<file path="src/rtl/console_writer_if.sv">
// console_writer_if
//   Bundles the character input handshake, the character-plane write port
//   and the cursor/status outputs of console_writer.
//   slave  : the console_writer side (consumes characters, drives the plane).
//   master : the character source / observer side.
//   Signals:
//     char_in[7:0], char_valid  -> character offer
//     char_ready                <- character accepted this cycle
//     wr_data[7:0], wr_row[3:0], wr_col[4:0], wr_en <- 16x32 plane write port
//     cursor_row[3:0], cursor_col[4:0]              <- current cursor
//     busy                                          <- clear sweep running
interface console_writer_if;
    logic [7:0] char_in;
    logic       char_valid;
    logic       char_ready;
    logic [7:0] wr_data;
    logic [3:0] wr_row;
    logic [4:0] wr_col;
    logic       wr_en;
    logic [3:0] cursor_row;
    logic [4:0] cursor_col;
    logic       busy;

    modport slave (
        input  char_in, char_valid,
        output char_ready, wr_data, wr_row, wr_col, wr_en,
               cursor_row, cursor_col, busy
    );

    modport master (
        output char_in, char_valid,
        input  char_ready, wr_data, wr_row, wr_col, wr_en,
               cursor_row, cursor_col, busy
    );
endinterface

</file>
<file path="src/rtl/console_writer.sv">
// console_writer
//   Turns a stream of character codes into writes on a 16x32 character
//   plane. Printable codes are written at the cursor and advance it (with
//   wrap to (0,0), no scrolling); LF, CR and BS move the cursor; FF starts a
//   512-cell clear sweep that writes FILL_CHAR row-major and homes the cursor.
//   All outputs are registered.
//   Ports:
//     clock   - single clock, rising edge
//     reset_n - asynchronous active-low reset
//     bus     - console_writer_if.slave (character handshake, plane write
//               port, cursor position, busy)
//   Parameter:
//     FILL_CHAR - character written by clear and backspace (default 8'h20)
//   Optional feature:
//     CONSOLE_CLEAR_ON_RESET_EN - when defined, the first edge after reset
//     release starts a full clear sweep before any character is accepted.
module console_writer #(
    parameter logic [7:0] FILL_CHAR = 8'h20
) (
    input  logic             clock,
    input  logic             reset_n,
    console_writer_if.slave  bus
);

    typedef enum logic [0:0] {
        IDLE  = 1'b0,
        CLEAR = 1'b1
    } state_e;

`ifdef CONSOLE_CLEAR_ON_RESET_EN
    localparam logic START_ON_RESET = 1'b1;
`else
    localparam logic START_ON_RESET = 1'b0;
`endif

    state_e     state_q, state_d;
    logic [8:0] sweep_q, sweep_d;     // cell index being written by the sweep
    logic       start_q, start_d;     // sweep requested by reset release
    logic [7:0] wr_data_q, wr_data_d;
    logic [8:0] wr_addr_q, wr_addr_d; // {row, col}, row-major linear index
    logic       wr_en_q, wr_en_d;
    logic [8:0] cursor_q, cursor_d;   // {row, col}; +1/-1 gives the wrap rules
    logic       char_ready_q, char_ready_d;
    logic       busy_q, busy_d;

    logic       accept_s;
    logic       printable_s;

    assign accept_s    = bus.char_valid & char_ready_q;
    assign printable_s = ((bus.char_in >= 8'h20) && (bus.char_in <= 8'h7E)) ||
                         (bus.char_in >= 8'h80);

    // State register and all registered outputs
    always_ff @(posedge clock or negedge reset_n) begin
        if (!reset_n) begin
            state_q      <= IDLE;
            sweep_q      <= 9'd0;
            start_q      <= START_ON_RESET;
            wr_data_q    <= 8'h00;
            wr_addr_q    <= 9'd0;
            wr_en_q      <= 1'b0;
            cursor_q     <= 9'd0;
            char_ready_q <= 1'b0;
            busy_q       <= 1'b0;
        end else begin
            state_q      <= state_d;
            sweep_q      <= sweep_d;
            start_q      <= start_d;
            wr_data_q    <= wr_data_d;
            wr_addr_q    <= wr_addr_d;
            wr_en_q      <= wr_en_d;
            cursor_q     <= cursor_d;
            char_ready_q <= char_ready_d;
            busy_q       <= busy_d;
        end
    end

    // Next-state logic: sweep start on FF (or reset release), sweep progress
    always_comb begin
        state_d = state_q;
        sweep_d = sweep_q;
        start_d = start_q;
        case (state_q)
            IDLE: begin
                if (start_q) begin
                    state_d = CLEAR;
                    sweep_d = 9'd0;
                    start_d = 1'b0;
                end else if (accept_s && (bus.char_in == 8'h0C)) begin
                    state_d = CLEAR;
                    sweep_d = 9'd0;
                end else begin
                    state_d = IDLE;
                end
            end
            CLEAR: begin
                if (sweep_q == 9'd511) begin
                    state_d = IDLE;
                end else begin
                    sweep_d = sweep_q + 9'd1;
                end
            end
            default: begin
                state_d = IDLE;
            end
        endcase
    end

    // Output logic: computed from the next state so each output appears
    // in the same cycle the corresponding state is entered
    always_comb begin
        wr_en_d      = 1'b0;
        wr_data_d    = wr_data_q;
        wr_addr_d    = wr_addr_q;
        cursor_d     = cursor_q;
        char_ready_d = (state_d == IDLE);
        busy_d       = (state_d == CLEAR);
        if (state_d == CLEAR) begin
            wr_en_d   = 1'b1;
            wr_data_d = FILL_CHAR;
            wr_addr_d = sweep_d;
            cursor_d  = 9'd0;
        end else if (accept_s) begin
            case (bus.char_in)
                8'h0A: cursor_d = {cursor_q[8:5] + 4'd1, 5'd0};
                8'h0D: cursor_d = {cursor_q[8:5], 5'd0};
                8'h08: begin
                    // Step back one cell (row-major); nothing at home
                    if (cursor_q != 9'd0) begin
                        cursor_d  = cursor_q - 9'd1;
                        wr_en_d   = 1'b1;
                        wr_data_d = FILL_CHAR;
                        wr_addr_d = cursor_q - 9'd1;
                    end else begin
                        cursor_d = cursor_q;
                    end
                end
                default: begin
                    if (printable_s) begin
                        wr_en_d   = 1'b1;
                        wr_data_d = bus.char_in;
                        wr_addr_d = cursor_q;
                        cursor_d  = cursor_q + 9'd1;
                    end else begin
                        cursor_d = cursor_q;
                    end
                end
            endcase
        end else begin
            cursor_d = cursor_q;
        end
    end

    assign bus.char_ready = char_ready_q;
    assign bus.busy       = busy_q;
    assign bus.wr_en      = wr_en_q;
    assign bus.wr_data    = wr_data_q;
    assign bus.wr_row     = wr_addr_q[8:5];
    assign bus.wr_col     = wr_addr_q[4:0];
    assign bus.cursor_row = cursor_q[8:5];
    assign bus.cursor_col = cursor_q[4:0];

endmodule

</file>
<file path="src/flat_wrapper.sv">
// flat-port wrapper written by rule: the top's interface ports become plain ports
module console_writer_flat 
#(
    parameter logic [7:0] FILL_CHAR = 8'h20
)
  (clock, reset_n, bus_char_in, bus_char_valid, bus_char_ready, bus_wr_data, bus_wr_row, bus_wr_col, bus_wr_en, bus_cursor_row, bus_cursor_col, bus_busy);
  console_writer_if bus_i ();
  input  logic clock;
  input  logic reset_n;
  input wire logic [$bits(bus_i.char_in)-1:0] bus_char_in;
  input wire logic [$bits(bus_i.char_valid)-1:0] bus_char_valid;
  output wire logic [$bits(bus_i.char_ready)-1:0] bus_char_ready;
  output wire logic [$bits(bus_i.wr_data)-1:0] bus_wr_data;
  output wire logic [$bits(bus_i.wr_row)-1:0] bus_wr_row;
  output wire logic [$bits(bus_i.wr_col)-1:0] bus_wr_col;
  output wire logic [$bits(bus_i.wr_en)-1:0] bus_wr_en;
  output wire logic [$bits(bus_i.cursor_row)-1:0] bus_cursor_row;
  output wire logic [$bits(bus_i.cursor_col)-1:0] bus_cursor_col;
  output wire logic [$bits(bus_i.busy)-1:0] bus_busy;
  assign bus_i.char_in = bus_char_in;
  assign bus_i.char_valid = bus_char_valid;
  assign bus_char_ready = bus_i.char_ready;
  assign bus_wr_data = bus_i.wr_data;
  assign bus_wr_row = bus_i.wr_row;
  assign bus_wr_col = bus_i.wr_col;
  assign bus_wr_en = bus_i.wr_en;
  assign bus_cursor_row = bus_i.cursor_row;
  assign bus_cursor_col = bus_i.cursor_col;
  assign bus_busy = bus_i.busy;
  console_writer #(.FILL_CHAR(FILL_CHAR)) u_core (.clock(clock), .reset_n(reset_n), .bus(bus_i));
endmodule
</file>
<file path="config.mk">
export PLATFORM = sky130hd
export DESIGN_NAME = console_writer_flat
export DESIGN_NICKNAME = d
export VERILOG_FILES = /design/src/rtl/console_writer_if.sv /design/src/rtl/console_writer.sv /design/src/flat_wrapper.sv
export SDC_FILE = /design/constraint.sdc
export NUM_CORES = 1
export LEC_CHECK = 0
export CAP_MARGIN = 20
export CORE_ASPECT_RATIO = 1.1
export CORE_MARGIN = 3
export CORE_UTILIZATION = 40
export DETAILED_ROUTE_END_ITERATION = 10
export HOLD_SLACK_MARGIN = 0.1
export SYNTH_ARGS = -nofsm -noshare
export SYNTH_HDL_FRONTEND = slang
export SYNTH_SLANG_ARGS = --single-unit
</file>
<file path="constraint.sdc">
create_clock -name clock -period 2.5 [get_ports clock]
set_clock_uncertainty 0.15 [all_clocks]
set_input_delay 0.375 -clock clock [delete_from_list [all_inputs] [get_ports clock]]
set_output_delay 0.375 -clock clock [all_outputs]
set_load 0.005 [all_outputs]
</file>
Word-level counts from Yosys, hierarchy flattened --
Index checks and enable logic that the tools add are counted.
Storage, ports and cells: bits in registers 38, bits of input ports 11, output and inout bits 29, word-level logic and storage cells 63
Cells by class: add/sub/neg operators 4, magnitude comparators 3, eq/ne operators 8, muxes and demuxes 25, bitwise gates (word level) 3, reductions and logical operators 12
Operator list (number):
- 2-to-1 mux 9 bit | 9
- case mux 9 bit (2 select lines) | 2
- equality test 8 x 4 -> 1 bit, second input constant | 4
- 2-to-1 mux 8 bit | 4
- case mux 9 bit (3 select lines) | 1
- adder 9 x 1 -> 9 bit, second input constant | 2
- case mux 8 bit (2 select lines) | 1
- equality test 9 bit, second input constant | 1
- nonzero test 9 bit | 1
- subtractor 9 x 1 -> 9 bit, second input constant | 1
- >= comparator 8 x 6 -> 1 bit, second input constant | 1
- >= comparator 8 bit, second input constant | 1
- <= comparator 8 x 7 -> 1 bit, second input constant | 1
- AND reduction 4 bit | 2
- 2-to-1 mux 1 bit | 6
- nonzero test 5 bit | 1
- adder 4 x 1 -> 4 bit, second input constant | 1
- != test 2 x 1 -> 1 bit, second input constant | 2
- case mux 1 bit (2 select lines) | 2
- nonzero test 4 bit | 1
- != test 3 x 1 -> 1 bit, second input constant | 1
- AND reduction 3 bit | 1
- nonzero test 3 bit | 1
- logical AND 1 bit | 2
- 5 further kinds | 6

Longest topological paths before layout --
word-level depth 7, mapped depth 9

Worst setup path before layout --
No wires, ideal clock.
path kind register to register, from register u_core.cursor_q[0], to register u_core.wr_addr_q[0], arrival 1753 ps, slack 464 ps, cell stages (with the launch flop) 9, path buffers 1, period minus slack after synthesis 2036 ps, cells stage by stage dfrtp_1 > inv_1 > ha_1 > and4b_1 > o21a_2 > nor2_4 > buf_6 > mux2i_1 > o22ai_1
Between the ends: longest elaborated chain between the ends 5, elaborated cells on any way between the ends 9, classes of those cells add/sub: 1; eq/ne: 1; mux: 5; reduce/logical: 2
RTL lines:
- from (decl) | line console_writer.sv:42 | logic [8:0] cursor_q, cursor_d;
- from (signal assigned) | line console_writer.sv:72 | cursor_q <= cursor_d;
- subtractor 9 x 1 -> 9 bit | line console_writer.sv:133 | wr_addr_d = cursor_q - 9'd1;
- 2-to-1 mux 9 bit | line console_writer.sv:129 | if (cursor_q != 9'd0) begin
- case mux 9 bit (2 select lines) | line console_writer.sv:124 | case (bus.char_in)
- 2-to-1 mux 9 bit | line console_writer.sv:123 | end else if (accept_s) begin
- 2-to-1 mux 9 bit | line console_writer.sv:118 | if (state_d == CLEAR) begin
- to (signal assigned) | line console_writer.sv:70 | wr_addr_q <= wr_addr_d;
- to (decl) | line console_writer.sv:40 | logic [8:0] wr_addr_q, wr_addr_d;
Parallel ways exist; a longest one is shown, timed or not. The select of a mux whose other input is x is not followed. A chain may end at the register's enable or synchronous reset.

Worst setup path in the final report --
from input bus_char_in[6], to register u_core.cursor_q[8]
Between the ends: longest elaborated chain between the ends 6, elaborated cells on any way between the ends 20, classes of those cells order compare: 3; eq/ne: 6; mux: 5; reduce/logical: 6
RTL lines:
- from (decl) | line flat_wrapper.sv:10 | input wire logic [$bits(bus_i.char_in)-1:0] bus_char_in;
- equality test 8 x 4 -> 1 bit | line console_writer.sv:89 | end else if (accept_s && (bus.char_in == 8'h0C)) begin
- logical AND 1 bit | line console_writer.sv:89
- 2-to-1 mux 1 bit | line console_writer.sv:89
- case mux 1 bit (2 select lines) | line console_writer.sv:83 | case (state_q)
- != test 3 x 1 -> 1 bit (no source line), or another cell as far along
- AND reduction 4 bit (no source line)
Parallel ways exist; a longest one is shown, timed or not. The select of a mux whose other input is x is not followed.

==> key figures <==
Power and ir drop
  • Clock power share: 0.178
  • Logic gate share of total power: 0.460
  • Pleak: 1.47 nW
  • Max VDD drop: 0.284 mV
  • Pwr dens: 709 mW/mm^2
  • Total power: 2.39 mW
  • Sequential share of power: 0.363
  • Switch Pwr: 0.880 mW
  • Internal power: 1.51 mW
  • Sw Ratio: 0.368

Timing
  • Fmax achieved: 0.438 GHz
  • Slew Limit Fails: 0
  • Rel. slew slack: 0.405
  • Worst Max-Slew Pin Slew: 0.892 ns
  • RSZ-0062 raised after global routing: false
  • Final worst path period need: 2.29 ns
  • Fin. Hold Viols: 0
  • # setup viols final: 0
  • Final period utilization: 0.914
  • Final WS setup: 0.215 ns

Synthesis
  • Syn Inst Count: 275
  • Cell variety after synth: 67
  • Register area share after synthesis: 0.382
  • Number of flops mapped to enable cells by yosys: 0
  • Cell taking the most area after synthesis: dfrtp_1
  • Ys async rst share: 1.00
  • Syn Nets: 293
  • Yosys warning count: 0
  • Post-synth top flop: dfrtp_1
  • Most common cell in the netlist: dfrtp_1
  • Top cells by instance count after synthesis: 38 x dfrtp_1, 30 x nand2_1, 24 x nor2_1
  • Flops & latches, synth: 38
  • Synth area leaders: dfrtp_1 38%, nand2_1 4.5%, mux2i_1 4.4%
  • Synth Area per Inst: 9.06 sq um
  • Post-synth top area share: 0.382
  • Post-Syn Area: 0.00249 sq mm

Worst setup path
  • Req. time, crit path: 2.52 ns
  • CP arrival: 2.30 ns
  • Max incr delay on CP: 0.55 ns
  • Capturing point of the worst reg2reg path: u_core.wr_addr_q[7]
  • Critical path type: in2reg
  • CP max FO: 9
  • Startpoint Class: primary input
  • R2R depth: 8
  • R2R setup slack: 0.28 ns
  • RR Startpoint: u_core.cursor_q[6]
  • Cell breakdown of the critical path: clkdlybuf4s50_1 > nor4_2 > nand2_2 > inv_2 > a221oi_2 > buf_4 > o21ai_1 > mux2i_1 > a211oi_1
  • CP endpoint kind: flip-flop
  • Slowest-stage cell, CP: clkdlybuf4s50_1

GRT
  • Largest net degree at the start of global routing: 39
  • Overflow after GRT: 0
  • Vias in the first global route: 2408
  • Initial antenna violation count: 0
  • First-pass GRT wire length: 12000 um
  • All-Layer GR Usage: 0.213

Floorplanning
  • Core Rows: 29
  • Chip width: 81.3 um
  • Die height: 88.8 um
  • Core area: 0.00591 sq mm
  • Die area: 0.00722 sq mm
  • IO Pins: 40
  • Initial core utilization: 0.421

Routing
  • ANT nets after route: 0
  • Uppermost routed layer: met4
  • Post-DR vias/cell: 5.48
  • 1st-iter DRT viols: 164
  • WL met2: 3320 um
  • Post-DR wirelength/cell: 16.2 um
  • WL met3: 327 um
  • Met1 wire length: 3290 um
  • Drt first pass iters: 5
  • Final WL: 7010 um
  • DR vias: 2380
  • Remaining DRCs: 0

Run status
  • Status: finished clean

Clock network
  • Htree depth: 2
  • CTS Buf Count: 5
  • Root Driver: clkbuf_8
  • CTS max path bufs: 2
  • Hold_buf cts: 1
  • Clock Latency Late Sink: 0.29 ns
  • Clk sink count: 38
  • CTS tree: yes
  • Clk pin slew, worst setup/hold paths: 0.07 ns
  • CTS resizes: 0
  • Setup bufs post-CTS: 0

Finish
  • Share of cells above drive strength 1: 0.199
  • FF+latch area: 951 sq um
  • Final std cells w/o fill: 434
  • Area occupied by multi-input gates: 0.00145 sq mm
  • Fin nets: 376
  • Number of diodes: 0
  • Syn-to-layout area delta: 35.2%
  • Filler Cell Count: 552

Placed design
  • DP Worst Slack: -0.0720 ns
  • HPWL Detailed: 5340 um
  • Placer congestion estimate: 0.890
  • Port buffer count: 39
  • Placed Cells incl. Taps: 427

Job
  • Max-cap violations: 0

Hold path
  • Hold wc startpoint: u_core.wr_addr_q[2]
  • Cells on Worst Hold Path: 1
  • Hold Crit Class: reg2reg
  • WHS Endpoint: u_core.wr_addr_q[2]
==> area by class of cell <==
class,count,area share
inverter,13,0.0145
sequential,38,0.282
clock buffer,6,0.0245
multi-input combinational,215,0.429
tap,77,0.0286
timing repair buffer,85,0.221
==> power groups by stage <==
| stage | clock network (mW) | logic [mW] | registers, mW |
|---|---|---|---|
| 2_1_floorplan | 0 | 0.573 | 0.886 |
| 5_1_grt | 0.456 | 1.23 | 0.890 |
| 3_3_place_gp | 0 | 1.09 | 0.876 |
| 3_5_place_dp | 0 | 1.10 | 0.881 |
| 6_report | 0.424 | 1.10 | 0.867 |
| 4_1_cts | 0.436 | 1.11 | 0.869 |
==> worst max-delay path: cells and delay by family <==
kind	cells	cell delay, ns
AOI/OAI and AO/OA	3	0.25
muxes	1	0.21
buffers and inverters	3	0.91
and+or+nand+nor	2	0.54
==> cells in the final DEF, fill, tap and decap left out, types with 6 or more instances in the layout <==
master	n
dfrtp_1	38
nand2_1	30
clkbuf_8	6
xnor2_1	7
ha_1	7
clkdlybuf4s50_1	38
o21ai_0	14
nor2_1	24
a21oi_1	14
mux2i_1	11
buf_4	44
nand3_1	17
xor2_1	6
o22ai_1	7
inv_1	11
==> state kept, by name, indices dropped and copies added, names as in the netlist <==
register	cells
u_core.bus.char_ready	1
u_core.bus.wr_data	8
u_core.state_q	1
u_core.wr_addr_q	9
u_core.sweep_q	9
u_core.cursor_q	9
u_core.bus.wr_en	1
==> per-stage QoR <==
stage                     TNS, ns  hold WS, ns  area, sq um  utilization
after floorplan                 0      -0.0706         2490            -
after global placement     -0.335        0.328         3280        0.554
after detailed placement   -0.740        0.336         3280        0.554
after CTS                       0        0.351         3370        0.570
after global routing            0        0.386         3370        0.570
final                           0        0.351         3370        0.570
==> worst max-delay path by stage <==
| stage | from | end | slack, ns |
|---|---|---|---|
| 5_1_grt | bus_char_in[6] | u_core.cursor_q[8] | 0.06 |
| 6_report | bus_char_in[6] | u_core.cursor_q[8] | 0.21 |
| 4_1_cts | bus_char_in[6] | u_core.cursor_q[8] | 0.24 |
| 3_3_place_gp | bus_char_in[0] | u_core.cursor_q[2] | -0.06 |
| 3_5_place_dp | bus_char_in[6] | u_core.cursor_q[8] | -0.07 |
| 2_1_floorplan | u_core.cursor_q[0] | u_core.wr_addr_q[0] | 0.46 |
==> layer usage <==
metal / vias to the layer above / global-route usage
met1: 1134 / 0.294
met2: 68 / 0.353
met3: 8 / 0.0336
li1: 1170 / -
met4: 0 / 0.0461
met5: - / 0
==> cells by family after synthesis <==
logic type	Yosys count	share of synthesized area
buf+inv	22	0.0387
mux	11	0.0442
xor+xnor	13	0.0457
flops	38	0.382
compound gates	73	0.209
simple gates	111	0.246
fa+ha+maj	7	0.0351
No activity file was read; power rests on OpenSTA's default activity.
